==> src/rtl/mem_stage_wide.sv <==
// MEM pipeline stage: splits RV32I loads/stores into BUS_BYTES-wide ready-handshaked beats,
// assembles and extends load data, and stalls the pipeline until the access completes.
module mem_stage_wide #(
  parameter int BUS_BYTES = 1,
  parameter int ADDR_W    = 32
) (
  input  logic                   clk,
  input  logic                   rst,
  input  logic [6:0]             opcode_i,
  input  logic [2:0]             funct3_i,
  input  logic [4:0]             wd_i,
  input  logic                   wreg_i,
  input  logic [31:0]            wdata_i,
  input  logic [ADDR_W-1:0]      mem_addr_i,
  input  logic                   mem_ready_i,
  input  logic [8*BUS_BYTES-1:0] mem_data_i,
  output logic                   mem_req_o,
  output logic                   mem_we_o,
  output logic [ADDR_W-1:0]      mem_addr_o,
  output logic [BUS_BYTES-1:0]   mem_be_o,
  output logic [8*BUS_BYTES-1:0] mem_data_o,
  output logic                   stall_req_o,
  output logic [4:0]             wd_o,
  output logic                   wreg_o,
  output logic [31:0]            wdata_o
);

  localparam int BW = 8 * BUS_BYTES;
  localparam logic [6:0] OP_LOAD  = 7'b0000011;
  localparam logic [6:0] OP_STORE = 7'b0100011;

  typedef enum logic [1:0] {IDLE, XFER, DONE} state_t;

  state_t         state_q;
  logic [1:0]     beat_q, last_q;
  logic [2:0]     size_q;
  logic           sign_q, we_q, done_q;
  logic [31:0]    sdata_q, asm_q;

  logic           is_load, is_store, is_mem;
  logic [2:0]     size_d;
  logic [1:0]     last_d, next_beat;
  logic [BUS_BYTES-1:0] be_d;
  logic [31:0]    rdata32, sdata_next, load_res;

  // NOTE: every signal written here gets a default first, so no path leaves it unassigned (no latch).
  always_comb begin
    is_load  = (opcode_i == OP_LOAD) && (funct3_i inside {3'd0, 3'd1, 3'd2, 3'd4, 3'd5});
    is_store = (opcode_i == OP_STORE) && (funct3_i inside {3'd0, 3'd1, 3'd2});
    is_mem   = is_load || is_store;
    case (funct3_i[1:0])
      2'd0:    size_d = 3'd1;
      2'd1:    size_d = 3'd2;
      default: size_d = 3'd4;
    endcase
    last_d = '0;
    if (int'(size_d) > BUS_BYTES) last_d = 2'(int'(size_d) / BUS_BYTES - 1);
    be_d = '0;
    for (int i = 0; i < BUS_BYTES; i++) be_d[i] = (i < int'(size_d));
  end

  assign rdata32    = 32'(mem_data_i);
  assign next_beat  = beat_q + 2'd1;
  assign sdata_next = sdata_q >> (BW * int'(next_beat));

  always_comb begin
    case (size_q)
      3'd1:    load_res = sign_q ? {{24{asm_q[7]}}, asm_q[7:0]}   : {24'd0, asm_q[7:0]};
      3'd2:    load_res = sign_q ? {{16{asm_q[15]}}, asm_q[15:0]} : {16'd0, asm_q[15:0]};
      default: load_res = asm_q;
    endcase
  end

  // The done flag keeps a finished op from restarting while it is still sitting in MEM.
  assign stall_req_o = !rst && is_mem && (state_q != DONE) && !done_q;
  assign wd_o        = rst ? 5'd0 : wd_i;
  assign wreg_o      = rst ? 1'b0 : wreg_i;
  assign wdata_o     = rst ? 32'd0 : ((state_q == DONE) && !we_q) ? load_res : wdata_i;

  // NOTE: all state updates use non-blocking assignments so every register samples pre-edge values.
  always_ff @(posedge clk) begin
    if (rst) begin
      state_q    <= IDLE;
      beat_q     <= '0;
      last_q     <= '0;
      size_q     <= '0;
      sign_q     <= 1'b0;
      we_q       <= 1'b0;
      done_q     <= 1'b0;
      sdata_q    <= '0;
      asm_q      <= '0;
      mem_req_o  <= 1'b0;
      mem_we_o   <= 1'b0;
      mem_addr_o <= '0;
      mem_be_o   <= '0;
      mem_data_o <= '0;
    end else begin
      case (state_q)
        IDLE: begin
          if (is_mem && !done_q) begin
            size_q     <= size_d;
            sign_q     <= !funct3_i[2];
            we_q       <= is_store;
            last_q     <= last_d;
            beat_q     <= '0;
            sdata_q    <= wdata_i;
            asm_q      <= '0;
            mem_req_o  <= 1'b1;
            mem_we_o   <= is_store;
            mem_addr_o <= mem_addr_i;
            mem_be_o   <= be_d;
            mem_data_o <= wdata_i[BW-1:0];
            state_q    <= XFER;
          end
        end
        XFER: begin
          if (mem_ready_i) begin
            if (!we_q) asm_q <= asm_q | (rdata32 << (BW * int'(beat_q)));
            if (beat_q == last_q) begin
              mem_req_o <= 1'b0;
              mem_we_o  <= 1'b0;
              done_q    <= 1'b1;
              state_q   <= DONE;
            end else begin
              beat_q     <= next_beat;
              mem_addr_o <= mem_addr_o + ADDR_W'(BUS_BYTES);
              mem_data_o <= sdata_next[BW-1:0];
            end
          end
        end
        DONE: begin
          done_q  <= 1'b0;
          state_q <= IDLE;
        end
        default: state_q <= IDLE;
      endcase
    end
  end

endmodule

==> config.mk <==
export PLATFORM = sky130hd
export DESIGN_NAME = mem_stage_wide
export DESIGN_NICKNAME = d
export VERILOG_FILES = /design/src/rtl/mem_stage_wide.sv
export SDC_FILE = /design/constraint.sdc
export NUM_CORES = 1
export LEC_CHECK = 0
export ABC_AREA = 1
export BUFFER_PORTS_ARGS = -buffer_cell sky130_fd_sc_hd__buf_2
export CORE_MARGIN = 2
export CORE_UTILIZATION = 48
export DETAILED_ROUTE_END_ITERATION = 8
export PLACE_DENSITY = 0.73
export SYNTH_ARGS = -nofsm -noshare
export SYNTH_HDL_FRONTEND = slang
export SYNTH_SLANG_ARGS = --single-unit
==> constraint.sdc <==
create_clock -name clk -period 2.25 [get_ports clk]
set_input_delay 0.225 -clock clk [delete_from_list [all_inputs] [get_ports clk]]
set_output_delay 0.225 -clock clk [all_outputs]
set_load 0.05 [all_outputs]
==> flow_summary.ini <==
[layout]
antenna_cells = 0
area_growth_pct = 25.4
layout.cells.non_filler = 1526
fin_nets = 1422
drive_above_1_share = 0.208

[die]
fp.dieH_um = 126
io_pins = 173
coreArea_um2 = 14500
dieArea_um2 = 15900
std_cell_rows = 44
initial_core_util = 0.493
die_w_um = 126

[sta]
hold_viol = 0
rsz0062_at_grt = yes
worst_slack_ns = 0.0466
min_period_ns = 2.20
slew_headroom = 0.565
clock_skew_ns = 0.00728
whs_ns = 0.0520
worst_pin_slew_ns = 0.653
slew_violations = 0
max_freq_ghz = 0.454
setup_tns_ns = 0
setup_viol = 0
min_period_over_period = 0.979

[worst_setup_path]
critPathLaunchType = flip-flop
worst_ep_required_time_ns = 2.03
cp.depth = 9
cpLargestDelayFamily = buffers and inverters
crit_chain = inv_1, nor2_1, inv_1, nor2_4, buf_12, buf_12, o21ai_0, a21oi_1, buf_2
critical_path_class = reg -> out
worstSetupEndpointType = primary output
reg2regPathDepth = 12
cpPeakStageDelay_ns = 0.37
crit_arrival_ns = 1.98
crit_buf_inv = 5
critPathMaxFanout = 22
slowest_stage = dfxtp_4

[yosys]
synth_fa_ha_area_frac = 0.00349
synth_xor_area_frac = 0.00489
netlist_top_cells_area = dfxtp_1 33%, nand2_1 18%, a21oi_1 9.1%
synth_cells = 1171
synth_compound_area_frac = 0.207
synth_top_family_by_area = simple AND/OR/NAND/NOR gates
yosysWarnings = 0
synth_fp_nets = 1264
synthArstFlopShare = 0
synthMuxAreaShare = 0
synth_enable_flop_cells = 0
synth_cell_types = 34
synthSimpleGateAreaFrac = 0.338
synth_most_common_cell = nand2_1
synth_top_flop_cell = dfxtp_1
synth_top_area_cell = dfxtp_1
synth_common_cells = 349 x nand2_1, 137 x nor2_1, 130 x a21oi_1
ys_seq_elements = 119
syn_area_per_cell_um2 = 6.12
synth_top_area_share = 0.332
yosysSeqAreaShare = 0.332
synth_area_um2 = 7170

[worst_hold_path]
hold_class = in -> reg
holdPathStages = 2

[job]
maxCapViolCount = 0

[placed_design]
placed_cells = 1492
port_buffers = 172
hpwl_mm = 16.1
place_ws_ns = 0.134
gp_congestion = 0.950

[outcome]
outcome = complete, no violations

[cts]
hold_buffers = 0
cts_buffers = 17
clkLatencyLatePin_ns = 0.42
htree_levels = 4
cts.clk_slew.worst_paths_ns = 0.05
clockRootBuffer = clkbuf_16
cts_num_sinks = 119
clockBufferDepth = 2
cts_tree = yes

[global_routing]
grt_pass1_wl_mm = 36.6
grt_util_all_layers = 0.281
grt_overflow_total = 0
grt_pass1_vias = 7459
grt_start_max_net_pins = 56
grt_antenna_before_repair = 0

[routing]
drc = 0
drtIter0Drc = 770
drt-total-wl_mm = 22.5
wl_per_cell_um = 14.7
antenna_left = 0
dr_total_vias = 8176
viasPerCell = 5.36
firstDrtPassIters = 6

[pwr]
max-vdd-ir-drop_mv = 0.489
p_leak_nw = 3.90
power.density_nw_per_um2 = 626
power_mw = 5.63
-- cells by family (layout without fill, tap and decap cells) --
group	Yosys count	count (layout)
adders and majority gates	2	2
AOI/OAI and AO/OA	265	265
buffers and inverters	197	368
and+or+nand+nor	584	584
DFF	119	119
xor gates and xnor gates	4	4
-- area by class of cell --
class | count | area, um^2
inverter | 129 | 488
multi-input combinational | 855 | 4020
timing repair buffer | 207 | 1230
clock buffer | 20 | 457
sequential | 119 | 2390
tap | 184 | 230
clock inverter | 12 | 175
fill | 1428 | 5550
-- path summary, 6_finish.rpt --
path                               startpoint             end  slack [ns]
worst max-delay path               state_q[1]      wdata_o[3]        0.05
worst min-delay path              funct3_i[2]          sign_q        0.05
worst max register to register  mem_addr_o[0]  mem_addr_o[22]        0.30
worst min register to register    sdata_q[23]     sdata_q[23]        0.45
-- cell usage in the layout, fill, tap and decap left out, types with 2 or more instances in the layout --
cell type and count:
nand3_1 35, o21a_1 17, xnor2_1 2, nor2_2 2, o21ai_1 3, nand2_1 349, nor2_4 3, inv_2 9
nand4_1 35, xor2_1 2, buf_4 45, inv_1 116, o211ai_1 40, nand3_2 2, ha_1 2, a21oi_2 11
clkinvlp_4 4, buf_12 4, clkbuf_4 2, buf_6 3, clkbuf_8 2, clkbuf_16 17, clkinv_2 3, o21ai_0 67
buf_2 153, nand2_2 2, nor3_1 12, dfxtp_2 3, clkinv_4 2, a21oi_1 119, bufinv_16 4, dfxtp_1 115
clkinv_1 3, or2_2 4, o22ai_1 6, nor2_1 136
-- repair_timing --
item	in CTS	in global routing
setup endpoints to repair	32	29
gates resized for setup	17	16
pin swaps	1	2
setup buffers	3	0
-- through the flow --
step	util	cell area, um^2
5_1_grt	0.618	8990
6_report	0.618	8990
3_3_place_gp	0.568	8250
4_1_cts	0.617	8970
3_5_place_dp	0.568	8250
2_1_floorplan	-	7200
-- worst register-to-register path, delay by kind of cell (launching register included) --
kind / cells / cell delay (ns)
buffers and inverters: 1 / 0.08
adders and majority gates: 1 / 0.19
DFF: 1 / 0.40
and+or+nand+nor: 10 / 1.19
-- registers in the layout, summed over array words and instances, names as in the netlist --
name / count
asm_q: 32
mem_addr_o: 32
sdata_q: 32
mem_data_o: 8
size_q: 3
beat_q: 2
last_q: 2
state_q: 2
done_q: 1
mem_be_o: 1
mem_req_o: 1
mem_we_o: 1
sign_q: 1
we_q: 1
-- per-layer routing --
metal / GRT usage / wire [um]
met5: 0 / 0
met1: 0.367 / 9990
met3: 0.0493 / 1400
met4: 0.107 / 556
met2: 0.464 / 10500
-- power by group --
group,internal (mW),total [mW],leakage (nW),switching (mW)
logic,0.182,0.578,2.63,0.397
registers,2.12,2.14,0.961,0.0162
clock network,1.91,2.91,0.302,1.00
Power figures use the tool's default switching activity.
